## config.mk

```make
export PLATFORM = sky130hd
export DESIGN_NAME = run_detector
export DESIGN_NICKNAME = d
export VERILOG_FILES = /design/src/rtl/run_detector.sv
export SDC_FILE = /design/constraint.sdc
export NUM_CORES = 1
export LEC_CHECK = 0
export ABC_AREA = 0
export BUFFER_PORTS_ARGS = -buffer_cell sky130_fd_sc_hd__buf_2
export CAP_MARGIN = 0
export CORE_ASPECT_RATIO = 0.6
export CORE_MARGIN = 10
export CORE_UTILIZATION = 55
export DETAILED_ROUTE_END_ITERATION = 8
export PLACE_DENSITY = 0.73
export SLEW_MARGIN = 15
export SYNTH_ARGS = -nofsm -noshare
export SYNTH_HDL_FRONTEND = slang
export SYNTH_SLANG_ARGS = --single-unit
```

## constraint.sdc

```tcl
create_clock -name clk -period 2.9 [get_ports clk]
set_input_delay 0.145 -clock clk [delete_from_list [all_inputs] [get_ports clk]]
set_output_delay 0.145 -clock clk [all_outputs]
set_load 0.005 [all_outputs]
```

## src/rtl/run_detector.sv

```systemverilog
// Multi-lane run-length detector: each lane counts consecutive valid samples equal to
// target_bit and raises a level/pulse once the run reaches the threshold.
module run_detector #(
    parameter int CHANNELS = 4,
    parameter int RUN_W    = 4,
    parameter int CNT_W    = 8
) (
    input  logic                      clk,
    input  logic                      reset_n,
    input  logic [CHANNELS-1:0]       sample,
    input  logic                      sample_valid,
    input  logic                      target_bit,
    input  logic [RUN_W-1:0]          threshold,
    input  logic                      clear,
    output logic [CHANNELS-1:0]       detection,
    output logic [CHANNELS-1:0]       det_pulse,
    output logic [CHANNELS*CNT_W-1:0] event_count
);

    typedef enum logic [1:0] {
        ST_IDLE  = 2'd0,
        ST_COUNT = 2'd1,
        ST_DET   = 2'd2
    } state_t;

    localparam logic [RUN_W-1:0] RC_MAX  = '1;
    localparam logic [CNT_W-1:0] CNT_MAX = '1;

    state_t              r_state     [CHANNELS];
    state_t              w_state_nxt [CHANNELS];
    logic [RUN_W-1:0]    r_rc        [CHANNELS];
    logic [RUN_W-1:0]    w_rc_nxt    [CHANNELS];
    logic [CNT_W-1:0]    r_cnt       [CHANNELS];
    logic [CNT_W-1:0]    w_cnt_nxt   [CHANNELS];
    logic [CHANNELS-1:0] r_det;
    logic [CHANNELS-1:0] r_pulse;
    logic [CHANNELS-1:0] w_det_nxt;
    logic [CHANNELS-1:0] w_pulse_nxt;
    logic [RUN_W-1:0]    w_thr;

    // Effective threshold: zero is treated as one.
    always_comb begin
        if (threshold == '0) begin
            w_thr = RUN_W'(1);
        end else begin
            w_thr = threshold;
        end
    end

    // Per-lane next-state logic; everything holds on non-valid cycles.
    always_comb begin
        for (int i = 0; i < CHANNELS; i++) begin
            w_rc_nxt[i]    = r_rc[i];
            w_state_nxt[i] = r_state[i];
            w_cnt_nxt[i]   = r_cnt[i];
            w_det_nxt[i]   = r_det[i];
            w_pulse_nxt[i] = 1'b0;
            if (sample_valid) begin
                if (sample[i] == target_bit) begin
                    if (r_rc[i] == RC_MAX) begin
                        w_rc_nxt[i] = RC_MAX;
                    end else begin
                        w_rc_nxt[i] = r_rc[i] + RUN_W'(1);
                    end
                    // Once in DET only a mismatch exits, so a raised threshold cannot drop the lane.
                    if ((r_state[i] == ST_DET) || (w_rc_nxt[i] >= w_thr)) begin
                        w_state_nxt[i] = ST_DET;
                    end else begin
                        w_state_nxt[i] = ST_COUNT;
                    end
                end else begin
                    w_rc_nxt[i]    = '0;
                    w_state_nxt[i] = ST_IDLE;
                end
                w_det_nxt[i]   = (w_state_nxt[i] == ST_DET);
                w_pulse_nxt[i] = w_det_nxt[i] && (r_state[i] != ST_DET);
                if (w_pulse_nxt[i] && (r_cnt[i] != CNT_MAX)) begin
                    w_cnt_nxt[i] = r_cnt[i] + CNT_W'(1);
                end else begin
                    w_cnt_nxt[i] = r_cnt[i];
                end
            end else begin
                w_pulse_nxt[i] = 1'b0;
            end
        end
    end

    // State and output registers with async reset and synchronous clear.
    always_ff @(posedge clk or negedge reset_n) begin
        if (!reset_n) begin
            for (int i = 0; i < CHANNELS; i++) begin
                r_state[i] <= ST_IDLE;
                r_rc[i]    <= '0;
                r_cnt[i]   <= '0;
            end
            r_det   <= '0;
            r_pulse <= '0;
        end else if (clear) begin
            for (int i = 0; i < CHANNELS; i++) begin
                r_state[i] <= ST_IDLE;
                r_rc[i]    <= '0;
                r_cnt[i]   <= '0;
            end
            r_det   <= '0;
            r_pulse <= '0;
        end else begin
            for (int i = 0; i < CHANNELS; i++) begin
                r_state[i] <= w_state_nxt[i];
                r_rc[i]    <= w_rc_nxt[i];
                r_cnt[i]   <= w_cnt_nxt[i];
            end
            r_det   <= w_det_nxt;
            r_pulse <= w_pulse_nxt;
        end
    end

    // Flatten per-lane counters onto the output bus.
    always_comb begin
        for (int i = 0; i < CHANNELS; i++) begin
            event_count[i*CNT_W +: CNT_W] = r_cnt[i];
        end
    end

    assign detection = r_det;
    assign det_pulse = r_pulse;

endmodule

```

==> flow_summary.ini <==
[placed_design]
dp_worst_setup_slack_ns = 0.128
dp_hpwl_um = 5950
io_buffers = 52
place_congestion = 0.810

[cts]
numCtsBuffers = 9
clock_tree.root_cell = clkbuf_8
path_clk_slew_ns = 0.06
cts.path.max_buffers = 2
htree_levels = 3
clk-insertion-delay-late_ns = 0.34
cts_sinks = 60
cts_setup_buffers = 0
cts_tree = done

[synth]
synth-edff-count = 0
syn_area_mm2 = 0.00352
yosysSeqAreaShare_pct = 42.7
synth_warnings = 0
ys_ff_latch = 60
netlist_top_cells_area = dfrtp_1 43%, ha_1 7.1%, mux2_2 4.5%
synth_top_area_share_pct = 42.7
netlist_instances = 369
syn_nets = 402
async_reset_ff_share_pct = 100
yosysTopAreaCell = dfrtp_1
synth_flop_cell = dfrtp_1
avgSynthCellArea_um2 = 9.54
synth_cell_types = 41

[critical_path]
cp-end-kind = flip-flop
slowest_stage = or4_1
cp_max_fo = 12
critPathKind = flip-flop to flip-flop
cp_cell_sequence = ha_2 -> nand3_1 -> and2_1 -> ha_1 -> nand2b_1 -> a21oi_1 -> maj3_2 -> o211a_2 -> or4_1 -> a21oi_1
cp-start-kind = flip-flop
path_common_cell = a21oi_1
critPathBufInv = 0
cp.arrival_ns = 3.02
max_stage_delay_ns = 0.53
crit_family = simple AND/OR/NAND/NOR gates
cp.required_ns = 3.16

[layout]
multiInputGateArea_mm2 = 0.00190
register_area_mm2 = 0.00150
syn_to_final_growth_pct = 15.5
drive_gt1_share_pct = 23.7
antenna_cells = 0
final_cell_mix = 60 x dfrtp_1, 52 x buf_2, 28 x nand2_1
final_common_cell = dfrtp_1
layout.nets = 458
nFillCells = 528

[global_routing]
grt_pass1_vias = 2928
grt_max_degree = 31
grt_pass1_wl_um = 13900
overflow = 0
antenna_found_initial = 0
grt_usage_pct = 17.2

[sta]
slew_headroom_pct = 53.2
period_minus_slack_ns = 2.76
fin_setup_tns_ns = 0
tightestPinTransition_ns = 0.702
fin_skew_ns = 0.00659
period_share_pct = 95.2
finalHoldWorstSlack_ns = 0.212
finalHoldViolCount = 0
slew_viol_final = 0
final.setup.worst_slack_ns = 0.139
fmax_ghz = 0.362
finalSetupViolations = 0
rsz0062_at_grt = false

[routing]
drt_wl_total_um = 8140
dr.first_iter.drc_count = 237
vias_per_cell = 5.70
dr_total_vias = 2928
final_antenna_net_count = 0
drtPass1Iterations = 5
routedWlPerCell_um = 15.8
route.detailed.drc = 0

[hold_path]
hold_path.class = input pin to flip-flop

[pwr]
leakage_nw = 1.95
cellPowerDensity_mw_per_mm2 = 431
vdd.ir_drop.worst_mv = 0.295
power_mw = 1.75

[die]
dieArea_mm2 = 0.0101
num_rows = 22
io_pins = 53
core_mm2 = 0.00617
dieHeight_um = 82.0
die_w_um = 123
start_util_pct = 57.1

[job]
drv_cap = 0

[run_status]
status = complete, no violations
## worst paths after layout
| kind | startpoint | depth (start not counted) | slack [ns] | endpoint |
|---|---|---|---|---|
| min reg2reg | r_state[6] | 2 | 0.48 | r_state[6] |
| max | r_rc[0] | 10 | 0.14 | event_count[29] |
| min | sample_valid | 3 | 0.21 | det_pulse[3] |
| max in group asynchronous | reset_n | 3 | 1.82 | detection[1] |
| max reg2reg | r_rc[0] | 10 | 0.14 | event_count[29] |
| min in group asynchronous | reset_n | 2 | 0.39 | r_rc[5] |
## worst register-to-register path: stages (launching register included)
cell	delay, ns
dfrtp_1	0.39
ha_2	0.23
nand3_1	0.10
and2_1	0.19
ha_1	0.27
nand2b_1	0.09
a21oi_1	0.07
maj3_2	0.31
o211a_2	0.33
or4_1	0.53
a21oi_1	0.17
## sequential cells by signal (all words and copies together) (netlist names)
register and count:
detection 3, det_pulse 4, r_state 5, r_rc 16, event_count 32
## cells in the mapped netlist (all sizes together) (6+ instances only)
| cell | instances |
|---|---|
| dfrtp | 60 |
| nand2 | 28 |
| nor2 | 26 |
| o21ai | 26 |
| a21oi | 21 |
| nand3 | 21 |
| ha | 20 |
| nand2b | 18 |
| nor2b | 17 |
| mux2 | 14 |
| a32o | 10 |
| inv | 10 |
| nor3 | 10 |
| and3 | 9 |
| clkbuf | 9 |
| buf | 8 |
| or3 | 7 |
| and2 | 6 |
| mux2i | 6 |
| nand3b | 6 |
| nor3b | 6 |
## power by group
group          switching [mW]  leakage (nW)  internal, mW
Sequential             0.0126         0.832         0.852
Clock                   0.305        0.0937         0.380
Combinational           0.122          1.03        0.0789
## final cells by class
class | count | share of cell area (%)
clock buffer | 15 | 4.34
clock inverter | 1 | 0.123
inverter | 10 | 0.923
multi-input combinational | 282 | 46.8
sequential | 60 | 36.9
tap | 84 | 2.58
timing repair buffer | 62 | 8.31
## routing by layer
metal,part of all wire [%],track usage (%),up-vias,wire length [um]
met4,1.0,5.67,0,83
met3,6.0,5.89,10,487
met1,47,21.8,1409,3820
li1,-,-,1436,-
met2,46,27.3,73,3750
met5,0,0,-,0
## cell families (layout without fill, tap and decap cells)
| group | Yosys count | count (layout) | share of synthesized area, % |
|---|---|---|---|
| simple gates | 164 | 164 | 25.1 |
| compound gates | 70 | 70 | 12.7 |
| flops | 60 | 60 | 42.7 |
| buf+inv | 27 | 88 | 3.63 |
| fa+ha+maj | 23 | 23 | 8.07 |
| mux | 20 | 20 | 6.19 |
| xor+xnor | 5 | 5 | 1.67 |
## what timing repair did
action	CTS	global route
hold buffers	1	0
gates resized for setup	0	5
setup endpoints to repair	0	10
endpoints found under the hold margin	28	0
## metrics by stage
stage / instance area, um^2 / cells / utilization (%)
3_5_place_dp: 3860 / 497 / 62.6
4_1_cts: 4050 / 514 / 65.7
5_1_grt: 4070 / 514 / 65.9
2_1_floorplan: 3520 / 369 / -
3_3_place_gp: 3860 / 497 / 62.6
6_report: 4070 / 514 / 65.9
Note: power is estimated with default switching activity, not from simulation.
